**src/rtl/operand_skew_feeder.sv**
```systemverilog
// Transmit side of the PE operand interface: frames a tile of operand vectors and
// drives them into the systolic array edge with a per-lane diagonal skew.
module operand_skew_feeder #(
  parameter int unsigned OPERAND_WIDTH = 8,
  parameter int unsigned ROWS          = 4,
  parameter int unsigned K_DEPTH       = 4
) (
  input  logic                          clk_i,
  input  logic                          reset,
  input  logic                          start_i,
  input  logic                          in_valid_i,
  output logic                          in_ready_o,
  input  logic [ROWS*OPERAND_WIDTH-1:0] in_data_i,
  output logic [ROWS*OPERAND_WIDTH-1:0] a_o,
  output logic                          a_valid_o,
  output logic                          busy_o,
  output logic                          tile_done_o
);

  localparam int unsigned KCntW = $clog2(K_DEPTH + 1);
  localparam int unsigned FCntW = (ROWS > 1) ? $clog2(ROWS) : 1;
  localparam logic [KCntW-1:0] KLast = KCntW'(K_DEPTH - 1);
  localparam logic [FCntW-1:0] FLast = FCntW'((ROWS > 1) ? ROWS - 2 : 0);

  typedef enum logic [1:0] {StIdle, StStream, StFlush, StDone} state_e;

  state_e                          state_q, state_d;
  logic [KCntW-1:0]                k_cnt_q, k_cnt_d;
  logic [FCntW-1:0]                flush_cnt_q, flush_cnt_d;
  logic                            a_valid_q;
  logic                            tile_done_q;
  logic                            accept;
  logic                            advance;
  logic [ROWS*OPERAND_WIDTH-1:0]   lane_in;

  always_comb begin
    state_d     = state_q;
    k_cnt_d     = k_cnt_q;
    flush_cnt_d = flush_cnt_q;
    in_ready_o  = (state_q == StStream);
    accept      = in_ready_o & in_valid_i;
    // Flush cycles advance the pipeline with zeros so the last vector drains out.
    advance     = accept | (state_q == StFlush);
    lane_in     = accept ? in_data_i : '0;

    unique case (state_q)
      StIdle: begin
        if (start_i) begin
          state_d = StStream;
          k_cnt_d = '0;
        end
      end
      StStream: begin
        if (accept) begin
          k_cnt_d = k_cnt_q + 1'b1;
          if (k_cnt_q == KLast) begin
            flush_cnt_d = '0;
            state_d     = (ROWS > 1) ? StFlush : StDone;
          end
        end
      end
      StFlush: begin
        flush_cnt_d = flush_cnt_q + 1'b1;
        if (flush_cnt_q == FLast) begin
          state_d = StDone;
        end
      end
      StDone: begin
        state_d = StIdle;
      end
      default: begin
        state_d = StIdle;
      end
    endcase
  end

  always_ff @(posedge clk_i) begin
    if (!reset) begin
      state_q     <= StIdle;
      k_cnt_q     <= '0;
      flush_cnt_q <= '0;
      a_valid_q   <= 1'b0;
      tile_done_q <= 1'b0;
    end else begin
      state_q     <= state_d;
      k_cnt_q     <= k_cnt_d;
      flush_cnt_q <= flush_cnt_d;
      a_valid_q   <= advance;
      tile_done_q <= (state_q == StDone);
    end
  end

  // Lane r is a chain of r+1 stages, so it lags lane 0 by r array steps.
  for (genvar r = 0; r < int'(ROWS); r++) begin : g_lane
    logic [OPERAND_WIDTH-1:0] stage_q [r+1];

    always_ff @(posedge clk_i) begin
      if (!reset) begin
        for (int s = 0; s <= r; s++) begin
          stage_q[s] <= '0;
        end
      end else if (advance) begin
        stage_q[0] <= lane_in[r*OPERAND_WIDTH +: OPERAND_WIDTH];
        for (int s = 1; s <= r; s++) begin
          stage_q[s] <= stage_q[s-1];
        end
      end
    end

    assign a_o[r*OPERAND_WIDTH +: OPERAND_WIDTH] = stage_q[r];
  end

  assign a_valid_o   = a_valid_q;
  assign busy_o      = (state_q != StIdle);
  assign tile_done_o = tile_done_q;

endmodule
```
**config.mk**
```make
export PLATFORM = sky130hd
export DESIGN_NAME = operand_skew_feeder
export DESIGN_NICKNAME = d
export VERILOG_FILES = /design/src/rtl/operand_skew_feeder.sv
export SDC_FILE = /design/constraint.sdc
export NUM_CORES = 1
export LEC_CHECK = 0
export CAP_MARGIN = 20
export CORE_AREA = 4 4 86 120
export DETAILED_ROUTE_END_ITERATION = 8
export DIE_AREA = 0 0 90 124
export PLACE_DENSITY = 0.69
export SYNTH_ARGS = -nofsm -noshare
export SYNTH_HDL_FRONTEND = slang
export SYNTH_SLANG_ARGS = --single-unit
```
**constraint.sdc**
```tcl
create_clock -name clk_i -period 8.5 [get_ports clk_i]
set_input_delay 1.7 -clock clk_i [delete_from_list [all_inputs] [get_ports clk_i]]
set_output_delay 1.7 -clock clk_i [all_outputs]
set_load 0.02 [all_outputs]
```
### Yosys cells after proc, flatten, opt, wreduce, memory -nomap -nowiden

Memory sizes are Yosys's and may differ from the RTL's.
Index checks and enable logic that the tools add are counted.

| storage, ports and cells | value |
|---|---|
| register bits after elaboration | 9 |
| latch bits | 0 |
| RAM bits | 80 |
| bits in read-only memories | 0 |
| output and inout bits | 36 |
| memories | 4 |

Memory list:

| memory | words | width | read ports | clocked after memory_dff | write ports | line | source |
|---|---|---|---|---|---|---|---|
| g_lane[3].stage_q | 4 | 8 | 4 | 0 | 4 | 95 | `logic [OPERAND_WIDTH-1:0] stage_q [r+1];` |
| g_lane[2].stage_q | 3 | 8 | 3 | 0 | 3 | 95 |  |
| g_lane[1].stage_q | 2 | 8 | 2 | 0 | 2 | 95 |  |
| g_lane[0].stage_q | 1 | 8 | 1 | 0 | 1 | 95 |  |

| operators by class | value |
|---|---|
| add/sub/neg operators | 2 |
| multiply operators | 0 |
| div/mod/pow operators | 0 |
| order comparisons | 0 |
| eq/ne operators | 9 |
| shift operators | 0 |
| mux-type cells | 27 |
| bitwise operators | 11 |
| reduce and logical (&&, ||, !) cells | 8 |

Operator list:

| kind | count |
|---|---|
| $mux 8 | 10 |
| $mux 32 | 1 |
| $mux 2 | 6 |
| $or 1x1->1 | 10 |
| $pmux 2 s4 | 1 |
| $reduce_or 8->1 | 1 |
| $eq 2x2->1 const B | 3 |
| $mux 3 | 2 |
| $ne 2x1->1 const B | 3 |
| $pmux 3 s2 | 1 |
| $reduce_and 3->1 | 2 |
| $reduce_bool 2->1 | 3 |
| $mux 1 | 5 |
| $pmux 2 s2 | 1 |
| $reduce_and 4->1 | 1 |
| $add 3x1->3 const B | 1 |
| $eq 3x2->1 const B | 1 |
| $add 2x1->2 const B | 1 |
| $eq 2x1->1 const B | 1 |
| $logic_not 2->1 | 1 |
| $ne 2x2->1 const B | 1 |
| $and 1x1->1 | 1 |

### Depth between registers and ports, before layout

| logic depth | value |
|---|---|
| depth in word-level cells | 8 |
| gate-level depth with buffers | 7 |
| gate-level depth less buffers | 5 |

### Worst setup path after synthesis

No wires, ideal clock.

| timing | value |
|---|---|
| path kind | input to register |
| start point | input port reset |
| end point | memory g_lane[0].stage_q[0][0], enable pin |
| arrival | 3.325 ns |
| data required time | 7.700 ns |
| path slack | 4.375 ns |
| stages on the path | 2 |
| cell sequence | clkbuf_1 -> nand2_1 |

| on the way | value |
|---|---|
| cells in the longest elaborated chain, start to end | 4 |
| elaborated cells on any way between the ends | 5 |

RTL lines:

| element | line | source |
|---|---|---|
| start, declared | 9 | `input logic reset,` |
| $mux 1 | 98 | `if (!reset) begin` |
| $mux 1 (implied by the code) | 103 | `stage_q[0] <= lane_in[r*OPERAND_WIDTH +: OPERAND_WIDTH];` |
| $reduce_or 8->1 (no source line) | n/a |  |
| $mux 1 (no source line) (*) | n/a |  |
| end, declared | 95 |  |

Mark *: on every way between the ends. The rest lies on a longest branch, timed or not.

### Worst setup path after layout

| timing | value |
|---|---|
| start point | register state_q[1] |
| end point | output port in_ready_o |

| on the way | value |
|---|---|
| cells in the longest elaborated chain, start to end | 1 |

RTL lines:

| element | line | source |
|---|---|---|
| start, declared | 27 | `state_e state_q, state_d;` |
| start signal, assigned | 79 | `state_q <= StIdle;` |
| start signal, assigned | 85 | `state_q <= state_d;` |
| $eq 2x1->1 | 40 | `in_ready_o = (state_q == StStream);` |
| end, declared | 12 | `output logic in_ready_o,` |

Every way passes these cells.

==> out/summary.txt <==
Outcome -> complete, no violations
Layout area overhead -> 25.74%
Die height -> 124 um
Final setup TNS -> 0 ps
Clock share of power -> 28.2%
Die ar. -> 11160 um^2
Routability-driven placement congestion ratio -> 0.6719
Slew Limit Fails -> 0
CP Capture Type -> output port
Setup Viol. Count Final -> 0
Cell with the most instances after synthesis -> and2_1
Detailed Route Iter0 Violations -> 112
VDD IR max -> 0.1889 mV
Nets -> 344
DP HPWL -> 3419 um
Reg-to-reg slack, setup -> 6430 ps
R2r worst-path depth -> 4
Seq cells post-synth -> 89
Pin count of the biggest net entering global routing -> 81
Endpoints failing hold -> 0
Htree depth -> 3
Gr ovfl total -> 0
Global-route wire length before repair -> 8721 um
Fin crit period -> 3429 ps
Worst Path Required -> 6800 ps
Leakage -> 1.731 nW
Vias in the first global route -> 1837
Sw Ratio -> 26.86%
Synth warnings -> 0
Total core area -> 9301 um^2
# port buffers -> 71
Cells after Synth -> 251
Post-synthesis sequential area ratio -> 70.83%
CP max stage delay -> 660 ps
Number of CTS-inserted buffers -> 9
Postcts setup bufs -> 0
CP Launch Point -> state_q[1]
R2R Path Start -> state_q[1]
Slowest cell on crit path -> clkdlybuf4s50_1
Post-synth top area cell -> edfxtp_1
Initial antenna violation count -> 0
Synthesized area per cell -> 14.53 um^2
Die W -> 90 um
Combinational share of power -> 24.5%
DRC Markers -> 0
Cell Pwr Density -> 306.4 nW/um^2
Most frequent cells after synthesis -> and2_1, edfxtp_1, buf_4, dfxtp_1, nand2_1
Async S/R FF share, synth -> 0%
CTS tree -> built
FMAX -> 291.6 MHz
Syn Nets -> 294
GRT Overall Usage -> 10.33%
Crit Path Max Fanout -> 7
Setup crit end -> in_ready_o
CTS sink count -> 89
Max_cap viols -> 0
Post-CTS Resized -> 0
Sequential Power Share -> 47.3%
DR WL/cell -> 12.55 um
DRT Pass-1 Iters -> 4
Initial Util -> 39.20%
Vias per cell -> 4.454
Top FF cell, synth -> edfxtp_1
CP Launch Type -> flop
Hold Buf Count CTS -> 0
Clk slew on worst S/H paths -> 60 ps
HP Class -> reg2reg
Via Count -> 1853
Layout cell share with drive strength beyond 1 -> 5.882%
Post-synth EDFFs -> 80
Top-area cell type share of the netlist area -> 65.89%
Reg2reg end -> g_lane[1].stage_q[0][2]
Path type of the worst setup path -> reg2out
Clk_skew -> 7.991 ps
RSZ-0062 raised after global routing -> no
Worst-margin pin slew -> 1010 ps
Worst slew margin -> 32.67%
WL final -> 5219 um
Final worst-path cycle share -> 40.35%
Clk root buf -> clkbuf_16
Clock Latency Late Sink -> 330 ps
FP Rows -> 42
Internal power -> 0.001027 W
WP data arrival -> 1730 ps
N_diodes -> 0
Critical Path, Cell by Cell -> inv_1 -> ha_1 -> clkdlybuf4s50_1
ANT nets after route -> 0
Synthesized area -> 3646 um^2
Net Switching -> 0.0003773 W
Util after Layout -> 49.29%
Bufs on Longest Clock Path -> 2
Synth top area cells -> edfxtp_1, and2_1, buf_4
Synth unique cells -> 28
# IOs -> 72
-- kinds of logic after synthesis --
group,share of synthesized area [%]
multiplexers,0.2745
AO/OA/AOI/OAI,2.643
AND/OR/NAND/NOR,16.85
adder cells (fa/ha/maj),2.402
flip-flops,70.83
buffers and inverters,7.000
-- per-stage QoR --
stage	hold slack (ps)	worst slack (ps)	std cells	total power (W)	cell area, um^2
final	471.7	5071	416	0.001405	4584
after global routing	505.4	4954	416	0.001485	4584
after CTS	475.6	5045	416	0.001429	4584
after detailed placement	466.5	4819	400	0.001027	4277
after global placement	454.7	4888	400	0.001013	4277
after floorplan	446.3	4375	251	0.0009229	3646
-- worst min-delay path by stage --
stage / from / end / slack, ps / cells past startpoint
after floorplan: flush_cnt_q[0] / flush_cnt_q[0] / 450 / 2
after global placement: flush_cnt_q[0] / flush_cnt_q[0] / 450 / 2
after detailed placement: flush_cnt_q[0] / flush_cnt_q[0] / 470 / 2
after CTS: flush_cnt_q[0] / flush_cnt_q[0] / 480 / 2
after global routing: flush_cnt_q[0] / flush_cnt_q[0] / 510 / 2
final: flush_cnt_q[0] / flush_cnt_q[0] / 470 / 2
-- worst max-delay path, delay by kind of cell (launching register included) --
kind	cells	cell delay, ps
buffers and inverters	2	740
adders and majority gates	1	320
DFF	1	340
-- cell usage in the layout (no fill, tap or decap), types with 3 or more instances in the layout --
cell type / instances
and2_1: 81
edfxtp_1: 80
clkdlybuf4s50_1: 71
dfxtp_1: 9
clkbuf_16: 9
nand2_1: 8
ha_1: 7
inv_1: 6
nand2b_1: 3
o22ai_1: 3
nor2b_1: 3
-- routing by layer --
metal	vias to the layer above	part of all wire, %	GRT usage (%)
met5	-	0	0
met1	856	41	11.87
met3	9	6.9	4.109
met2	51	50	16.22
li1	937	-	-
met4	0	2.5	6.513
-- layout make-up --
class                      count  area [um^2]
fill                         790         4717
sequential                    89         2582
multi-input combinational    123        815.8
timing repair buffer          72        718.2
clock buffer                  12        256.5
tap                          110        137.6
clock inverter                 4        51.30
inverter                       6        22.52
-- flip-flops by register name, indices dropped and copies added (netlist names) --
name / cells
g_lane.stage_q: 80
k_cnt_q: 3
flush_cnt_q: 2
state_q: 2
a_valid_o: 1
tile_done_o: 1
-- power by group through the flow --
stage               sequential (W)  combinational (W)  clock [W]
floorplan                 0.000689           0.000234          0
global placement          0.000670           0.000342          0
detailed placement        0.000676           0.000352          0
CTS                       0.000667           0.000352   0.000410
global route              0.000677           0.000378   0.000429
finish                    0.000664           0.000345   0.000396
(Power assumes the default switching activity.)
